File: config.mk
export PLATFORM = sky130hd
export DESIGN_NAME = irq_controller
export DESIGN_NICKNAME = d
export VERILOG_FILES = /design/src/rtl/irq_controller.sv
export SDC_FILE = /design/constraint.sdc
export NUM_CORES = 1
export LEC_CHECK = 0
export CAP_MARGIN = 25
export CORE_MARGIN = 10
export CORE_UTILIZATION = 30
export CTS_CLUSTER_DIAMETER = 30
export DETAILED_ROUTE_END_ITERATION = 16
export SETUP_SLACK_MARGIN = 0.15
export SKIP_LAST_GASP = 1
export SLEW_MARGIN = 0
export SYNTH_ARGS = -nofsm -noshare
export SYNTH_HDL_FRONTEND = slang
export SYNTH_SLANG_ARGS = --single-unit
File: constraint.sdc
create_clock -name clk -period 1.9 [get_ports clk]
set_input_delay 0.38 -clock clk [delete_from_list [all_inputs] [get_ports clk]]
set_output_delay 0.38 -clock clk [all_outputs]
set_load 0.02 [all_outputs]
File: src/rtl/irq_controller.sv
// N-channel vectored interrupt controller.
// Raw sources are synchronised, polarity-normalised and latched as pending
// (edge or level per channel). A fixed-priority arbiter, gated by the
// in-service threshold, feeds a three-state request FSM toward the core.
// Handshake: irq_req is held with irq_id/irq_vector stable until the core
// pulses irq_ack in a cycle where irq_req=1; an ack in any other cycle is
// ignored, and irq_req may be withdrawn if the latched channel stops being
// eligible before it is acknowledged.
module irq_controller #(
    parameter int                  NUM_IRQ       = 8,
    parameter int                  PC_WIDTH      = 9,
    parameter logic [PC_WIDTH-1:0] VECTOR_BASE   = 9'h1F0,
    parameter int                  VECTOR_STRIDE = 2,
    localparam int                 ID_W          = $clog2(NUM_IRQ)
) (
    input  logic                clk,
    input  logic                rst,
    input  logic [NUM_IRQ-1:0]  irq_in,
    input  logic                cfg_we,
    input  logic [1:0]          cfg_addr,
    input  logic [NUM_IRQ-1:0]  cfg_wdata,
    output logic [NUM_IRQ-1:0]  cfg_rdata,
    input  logic                irq_ack,
    input  logic                reti,
    output logic                irq_req,
    output logic [ID_W-1:0]     irq_id,
    output logic [PC_WIDTH-1:0] irq_vector,
    output logic [NUM_IRQ-1:0]  in_service,
    output logic [1:0]          dbg_state_o
);

    typedef enum logic [1:0] {
        ST_IDLE = 2'd0,
        ST_REQ  = 2'd1,
        ST_HOLD = 2'd2
    } state_e;

    state_e               state_q, state_d;
    logic [ID_W-1:0]      id_q, id_d;
    logic [NUM_IRQ-1:0]   s1_q, s2_q, s3_q;
    logic [NUM_IRQ-1:0]   enable_q, enable_d;
    logic [NUM_IRQ-1:0]   mode_q, mode_d;
    logic [NUM_IRQ-1:0]   pol_q, pol_d;
    logic [NUM_IRQ-1:0]   pend_q, pend_d;
    logic [NUM_IRQ-1:0]   insvc_q, insvc_d;

    logic [NUM_IRQ-1:0]   act, act_dly, rise, w1c;
    logic [NUM_IRQ-1:0]   below_thr, eligible, ack_onehot, insvc_lowest;
    logic [ID_W-1:0]      winner;
    logic                 any_elig, ack_fire;

    // Two-flop synchroniser plus one history flop for edge detection.
    always_ff @(posedge clk or negedge rst) begin
        if (!rst) begin
            s1_q <= '0;
            s2_q <= '0;
            s3_q <= '0;
        end else begin
            s1_q <= irq_in;
            s2_q <= s1_q;
            s3_q <= s2_q;
        end
    end

    // Normalise polarity so that 1 always means "active"; both samples use
    // the current polarity so a polarity change never fakes an edge.
    assign act     = ~(s2_q ^ pol_q);
    assign act_dly = ~(s3_q ^ pol_q);
    assign rise    = act & ~act_dly;

    // Configuration register write decode; addr 3 only produces clear bits.
    always_comb begin
        enable_d = enable_q;
        mode_d   = mode_q;
        pol_d    = pol_q;
        w1c      = '0;
        if (cfg_we) begin
            case (cfg_addr)
                2'd0:    enable_d = cfg_wdata;
                2'd1:    mode_d   = cfg_wdata;
                2'd2:    pol_d    = cfg_wdata;
                default: w1c      = cfg_wdata;
            endcase
        end
    end

    // Combinational readback of the selected configuration register.
    always_comb begin
        case (cfg_addr)
            2'd0:    cfg_rdata = enable_q;
            2'd1:    cfg_rdata = mode_q;
            2'd2:    cfg_rdata = pol_q;
            default: cfg_rdata = pend_q;
        endcase
    end

    // Threshold mask (indices strictly below the lowest in-service bit) and
    // lowest-index winner among eligible channels.
    always_comb begin
        logic seen;
        seen      = 1'b0;
        below_thr = '0;
        winner    = '0;
        for (int i = 0; i < NUM_IRQ; i++) begin
            seen         = seen | insvc_q[i];
            below_thr[i] = ~seen;
        end
        eligible = pend_q & enable_q & below_thr;
        for (int i = NUM_IRQ - 1; i >= 0; i--) begin
            if (eligible[i]) winner = ID_W'(i);
        end
        any_elig = |eligible;
    end

    assign ack_fire     = (state_q == ST_REQ) && irq_ack;
    assign ack_onehot   = ack_fire ? ({{(NUM_IRQ-1){1'b0}}, 1'b1} << id_q) : '0;
    assign insvc_lowest = insvc_q & (~insvc_q + NUM_IRQ'(1));

    // Pending update: edge channels set on rise (set beats clear), level
    // channels simply follow the normalised input.
    assign pend_d = (mode_q & (rise | (pend_q & ~(w1c | ack_onehot))))
                  | (~mode_q & act);

    // reti retires the pre-ack innermost level, then the ack bit is added.
    assign insvc_d = (reti ? (insvc_q & ~insvc_lowest) : insvc_q) | ack_onehot;

    // Request FSM next-state and request output.
    always_comb begin
        state_d = state_q;
        id_d    = id_q;
        irq_req = 1'b0;
        case (state_q)
            ST_IDLE: begin
                if (any_elig) begin
                    id_d    = winner;
                    state_d = ST_REQ;
                end
            end
            ST_REQ: begin
                irq_req = 1'b1;
                if (irq_ack)              state_d = ST_HOLD;
                else if (!eligible[id_q]) state_d = ST_IDLE;
            end
            ST_HOLD: state_d = ST_IDLE;
            default: state_d = ST_IDLE;
        endcase
    end

    // Architectural state registers.
    always_ff @(posedge clk or negedge rst) begin
        if (!rst) begin
            state_q  <= ST_IDLE;
            id_q     <= '0;
            enable_q <= '0;
            mode_q   <= '0;
            pol_q    <= '0;
            pend_q   <= '0;
            insvc_q  <= '0;
        end else begin
            state_q  <= state_d;
            id_q     <= id_d;
            enable_q <= enable_d;
            mode_q   <= mode_d;
            pol_q    <= pol_d;
            pend_q   <= pend_d;
            insvc_q  <= insvc_d;
        end
    end

    assign irq_id      = id_q;
    assign irq_vector  = VECTOR_BASE + PC_WIDTH'(id_q) * PC_WIDTH'(VECTOR_STRIDE);
    assign in_service  = insvc_q;
    assign dbg_state_o = state_q;

endmodule
==> run_results.csv, run 1 <==
group,metric,value,unit
outcome,status,"complete, no violations",
route,vias_per_cell,4.93,
synthesis,synth_edf_count,0,
clocking,clkTransAtPathRegs,0.07,ns
global_route,overflow,0,
floorplan,ios,54,
synthesis,yosysTopAreaCellShare,0.560,
synthesis,synth_common_cells,"69 x dfrtp_1, 27 x nand2_1, 24 x mux2_2",
cells_and_area,antenna_cells,0,
place,numPortBuffers,47,
timing,fin_skew,0.00618,ns
clocking,insertion_delay,0.34,ns
place,dp_hpwl,5880,um
clocking,clk_path_buf_depth,2,
synthesis,syn_inst,253,
critical_path,rr_startpoint,"in_service[2]$_DFF_PN0_",
clocking,cts_sinks,69,
synthesis,synth_area_leader_cell,"dfrtp_1",
cells_and_area,area_growth,36.2,%
critical_path,path_max_fanout,3,
critical_path,cp-start-kind,"flop",
route,wl_per_cell,16.8,um
synthesis,synth.avg_cell_area,12.2,um2
synthesis,synth_area,0.00308,mm2
pwr,p_leak,0.00188,uW
timing,finalSetupViolations,0,
pwr,pwr_density_cell,1240,mW/mm2
pwr,irDropWorstVdd,0.000511,V
timing,fmax,0.563,GHz
floorplan,die_w,121,um
route,ant_nets,0,
critical_path,worst_setup_path_end_kind,"output pin",
job,maxCapViolations,0,
synthesis,ys.flop_type,"dfrtp_1",
cells_and_area,layout-drive-gt1-share,0.336,
floorplan,dieArea,0.0147,mm2
cells_and_area,fill_cells,947,
route,drtPass1Iterations,4,
critical_path,startpoint,"pol_q[4]$_DFFE_PN0P_",
timing,hold_viol_final,0,
route,vias,2387,
synthesis,synth_area_leaders,"dfrtp_1 56%, mux2_2 8.8%, mux4_2 5.8%, nand2_1 3.3%, buf_4 2.2%",
hold_path,hold_path.class,"input pin to async pin",
clocking,cts_tree,"yes",
synthesis,yosysSeqAreaShare,0.560,
floorplan,die_y,121,um
place,gp_congestion,0.850,
synthesis,ys_warn_count,0,
route,routed_wl,8110,um
global_route,grt_pass1_vias,2542,
clocking,htreeDepth,3,
timing,finalCriticalPeriod,1.78,ns
timing,drv_slew,0,
global_route,grt.total_usage,0.114,
synthesis,async_flop_share,1.00,
clocking,cts_root_buffer,"clkbuf_8",
timing,finalSetupTns,0,ns
floorplan,core,0.00991,mm2
critical_path,arrival,1.40,ns
clocking,holdBufCountCts,0,
floorplan,rows,36,
route,drtIter0Drc,102,
cells_and_area,postLayoutCellArea,0.00420,mm2
timing,grt_setup_unrepaired,"true",
cells_and_area,nets,371,
global_route,grt_pass1_wl,13200,um
global_route,antenna_found_initial,0,
synthesis,ys_ff_latch,69,
synthesis,yosysMostFrequentCell,"dfrtp_1",
critical_path,critPathKind,"flop to output pin",
global_route,grt_max_degree,70,
timing,finalCritPeriodShare,0.935,
critical_path,required,1.52,ns
timing,whs,0.0505,ns
floorplan,start_util,0.311,
synthesis,synth_cell_types,48,
place,place_area,0.00389,mm2
route,drc,0,
clocking,cts_made_buffers,9,
per-layer routing:
metal,share of wire,track usage,vias up
li1,-,-,1109
met1,0.45,0.140,1191
met2,0.48,0.184,74
met3,0.055,0.0316,13
met4,0.017,0.0469,0
met5,0,0,-
final cells by class:
cell class / count / area (um2) / area share
Tap cell: 133 / 166 / 0.0396
Multi-Input combinational cell: 169 / 1270 / 0.303
Clock buffer: 12 / 155 / 0.0370
Clock inverter: 2 / 10.0 / 0.00238
Timing Repair Buffer: 95 / 847 / 0.202
Inverter: 4 / 15.0 / 0.00358
Sequential cell: 69 / 1730 / 0.413
final timing paths:
check	end	slack, ns	depth (start not counted)
hold reg to reg	s2_q[7]$_DFF_PN0_	0.35	0
setup reg to reg	irq_id[0]$_DFFE_PN0P_	0.19	5
min in group clk	s2_q[7]$_DFF_PN0_	0.35	0
setup / recovery	cfg_rdata[4]	0.12	2
max in group asynchronous	pend_q[7]$_DFF_PN0_	1.53	2
hold / removal	s1_q[0]$_DFF_PN0_	0.05	2
cells by family after synthesis:
family	Yosys count	share of synthesized area
compound gates	46	0.105
buf+inv	19	0.0378
flops	69	0.560
mux	33	0.149
other cells	2	0.00244
simple gates	84	0.145
placed cells by master (no fill, tap or decap), types with 2 or more instances in the layout:
master	instances
nor4_1	2
inv_1	4
dlygate4sd2_1	16
nor2_1	10
mux2_2	24
buf_12	2
dfrtp_1	64
a211oi_4	2
o21ai_0	13
clkdlybuf4s50_1	19
mux4_2	8
dfrtp_2	5
clkbuf_8	11
nor2b_1	9
buf_6	10
buf_2	2
a21oi_1	5
buf_4	44
o2111ai_1	4
nand3b_1	5
nand3_1	10
a31oi_1	4
nand2_1	27
nor3_1	7
conb_1	6
o311ai_0	4
clkinv_2	2
a21o_1	3
sequential cells by signal, indices dropped and copies added (netlist names):
| signal | cells |
|---|---|
| enable_q | 8 |
| in_service | 8 |
| mode_q | 8 |
| pend_q | 8 |
| pol_q | 8 |
| s1_q | 8 |
| s2_q | 8 |
| s3_q | 8 |
| irq_id | 3 |
| dbg_state_o | 2 |
worst max-delay path, stage by stage (launching register included):
cell and delay, ns:
dfrtp_1 0.40, mux4_2 0.50, buf_6 0.16
power by group:
| group | switching (uW) | leakage (uW) | internal, uW |
|---|---|---|---|
| Combinational | 1090 | 0.000968 | 1050 |
| Sequential | 272 | 0.000823 | 1750 |
| Clock | 517 | 0.0000881 | 527 |
| Total | 1880 | 0.00188 | 3330 |
through the flow:
| stage | cells | util | power [uW] | worst slack [ns] |
|---|---|---|---|---|
| detailed placement | 453 | 0.392 | 4090 | -0.622 |
| CTS | 479 | 0.417 | 5160 | 0.0846 |
| floorplan | 257 | - | 3230 | 0.152 |
| global route | 484 | 0.424 | 5550 | 0.0906 |
| finish | 484 | 0.424 | 5210 | 0.123 |
| global placement | 453 | 0.392 | 4060 | -0.624 |
timing repair:
action	4_1_cts	5_1_grt
gates resized for setup	74	7
pin swaps	0	1
setup endpoints to repair	24	12
buffers inserted	12	5
Note: power is estimated with default switching activity, not from simulation.
==> inputs of run 2 (changes only) <==
Settings changed: CORE_UTILIZATION 30 to 45, PLACE_DENSITY set to 0.72, SKIP_CTS_REPAIR_TIMING set to 1.
Clock period 1.9 ns to 1.5 ns, I/O delays scaled along.
==> run 2 against run 1 <==
  * The flow now finishes with violations (negative setup slack)
  * Cell area up 8.6%
  * Sequential cell count unchanged
  * Final cell count down 4.8%
  * Via count up 7.8%
  * Sequential power up 26%
  * Critical path depth up 3
  * Non-clock buffer count up 29
  * Critical path type is now flop to flop
  * Largest cell class unchanged
  * Largest power group unchanged
  * Highest routed layer unchanged
==> run_results.csv, run 2 (synthesis results as in run 1) <==
group,metric,value,unit
pwr,comb_power_share,0.467,
outcome,status,"finished, violations left",
floorplan,die_y,103,um
cells_and_area,fill_cells,501,
timing,fin_ws,-0.227,ns
timing,grt_setup_unrepaired,"true",
global_route,grt.total_usage,0.156,
route,wl_per_cell,18.4,um
critical_path,cp.buffers_inverters,1,
clocking,clkTransAtPathRegs,0.07,ns
clocking,cts_sinks,69,
cells_and_area,final_common_cell,"buf_4",
place,dp_hpwl,5920,um
pwr,seq_power_share,0.332,
pwr,finalPower,7660,uW
clocking,insertion_delay,0.34,ns
timing,finalCriticalPeriod,1.73,ns
floorplan,core,0.00672,mm2
pwr,p_switching,2770,uW
place,pre_cts_ws,-0.864,ns
critical_path,critPathKind,"flop to flop",
hold_path,hold_path.class,"flop to flop",
timing,finalSetupViolations,15,
route,vias,2572,
critical_path,cp-start-kind,"flop",
job,maxCapViolations,0,
route,vias_per_cell,5.58,
cells_and_area,postLayoutCellArea,0.00456,mm2
global_route,grt_pass1_wl,12700,um
outcome,failed_checks,"negative setup slack",
pwr,swShare,0.362,
cells_and_area,area_growth,48.0,%
critical_path,required,1.78,ns
critical_path,critPathTopFamily,"simple AND/OR/NAND/NOR gates",
route,drc,0,
global_route,grt_max_degree,70,
timing,drv_slew,0,
route,ant_nets,0,
critical_path,cp_slowest_cell,"or4_4",
cells_and_area,final_util,0.679,
pwr,p_int,4890,uW
floorplan,start_util,0.459,
cells_and_area,antenna_cells,0,
route,drtIter0Drc,134,
floorplan,rows,30,
clocking,cts_tree,"yes",
cells_and_area,mostFrequentLayoutCells,"69 x buf_4, 62 x dfrtp_1, 24 x mux2_2",
global_route,grt_pass1_vias,2594,
critical_path,path_max_fanout,4,
global_route,antenna_found_initial,0,
cells_and_area,nets,400,
global_route,overflow,0,
floorplan,ios,54,
pwr,pwr-share-clk,0.200,
timing,finalCritPeriodShare,1.15,
clocking,htreeDepth,3,
critical_path,crit_chain,"or4_4 > buf_4 > nor4_2 > or4_1 > a31o_1",
floorplan,die_w,103,um
place,numPortBuffers,47,
critical_path,cpPeakStageDelay,0.58,ns
cells_and_area,finalNonFillerCells,461,
timing,fmax,0.579,GHz
place,gp_congestion,0.962,
route,drtPass1Iterations,4,
timing,fin_skew,0.00767,ns
critical_path,worst_setup_path_end_kind,"flop",
clocking,cts_root_buffer,"clkbuf_8",
place,place_inst,435,
place,place_area,0.00410,mm2
pwr,irDropWorstVdd,0.000647,V
clocking,clk_path_buf_depth,2,
timing,hold_viol_final,0,
clocking,cts_made_buffers,9,
pwr,pwr_density_cell,1680,mW/mm2
critical_path,arrival,2.00,ns
route,routed_wl,8470,um
floorplan,dieArea,0.0106,mm2
pwr,p_leak,0.00212,uW
cells_and_area,layout-drive-gt1-share,0.472,
==> run 2: power by group through the flow <==
stage          registers (uW)  clock network, uW  logic (uW)
2_1_floorplan            2670                  0        1470
3_3_place_gp             2530                  0        3030
3_5_place_dp             2550                  0        3090
4_1_cts                  2510               1550        3120
5_1_grt                  2590               1640        3840
6_report                 2550               1530        3580
==> run 2: worst paths after layout <==
path	from	endpoint	slack [ns]	depth (start not counted)
setup / recovery	in_service[1]$_DFF_PN0_	dbg_state_o[0]$_DFFE_PN0P_	-0.23	5
hold / removal	s1_q[0]$_DFF_PN0_	s2_q[0]$_DFF_PN0_	0.35	0
setup reg to reg	in_service[1]$_DFF_PN0_	dbg_state_o[0]$_DFFE_PN0P_	-0.23	5
hold reg to reg	s1_q[0]$_DFF_PN0_	s2_q[0]$_DFF_PN0_	0.35	0
max in group asynchronous	rst	in_service[1]$_DFF_PN0_	0.66	3
min in group asynchronous	rst	dbg_state_o[1]$_DFFE_PN0P_	0.50	3
==> run 2: per-layer routing <==
layer | GRT usage | up-vias | part of all wire
li1 | - | 1167 | -
met1 | 0.200 | 1294 | 0.41
met2 | 0.246 | 102 | 0.50
met3 | 0.0422 | 9 | 0.079
met4 | 0.0567 | 0 | 0.012
met5 | 0 | - | 0
==> run 2: stage by stage <==
step / setup TNS, ns / hold WS, ns
2_1_floorplan: -0.687 / 0.00441
3_3_place_gp: -18.35 / 0.331
3_5_place_dp: -18.70 / 0.335
4_1_cts: -12.36 / -0.00931
5_1_grt: -3.32 / 0.360
6_report: -2.59 / 0.351
==> run 2: layout make-up <==
cell class	count	area [um2]	share of cell area
sequential	69	1740	0.381
inverter	4	15.0	0.00329
tap	80	100	0.0219
timing repair buffer	124	1100	0.242
clock buffer	11	151	0.0332
multi-input combinational	169	1410	0.309
clock inverter	4	47.5	0.0104
==> inputs of run 3 (changes only) <==
Settings changed: ABC_CLOCK_PERIOD_IN_PS set to 1500.
==> results of run 3 <==
The final DEF is identical to that of run 2; final timing and power are the same.
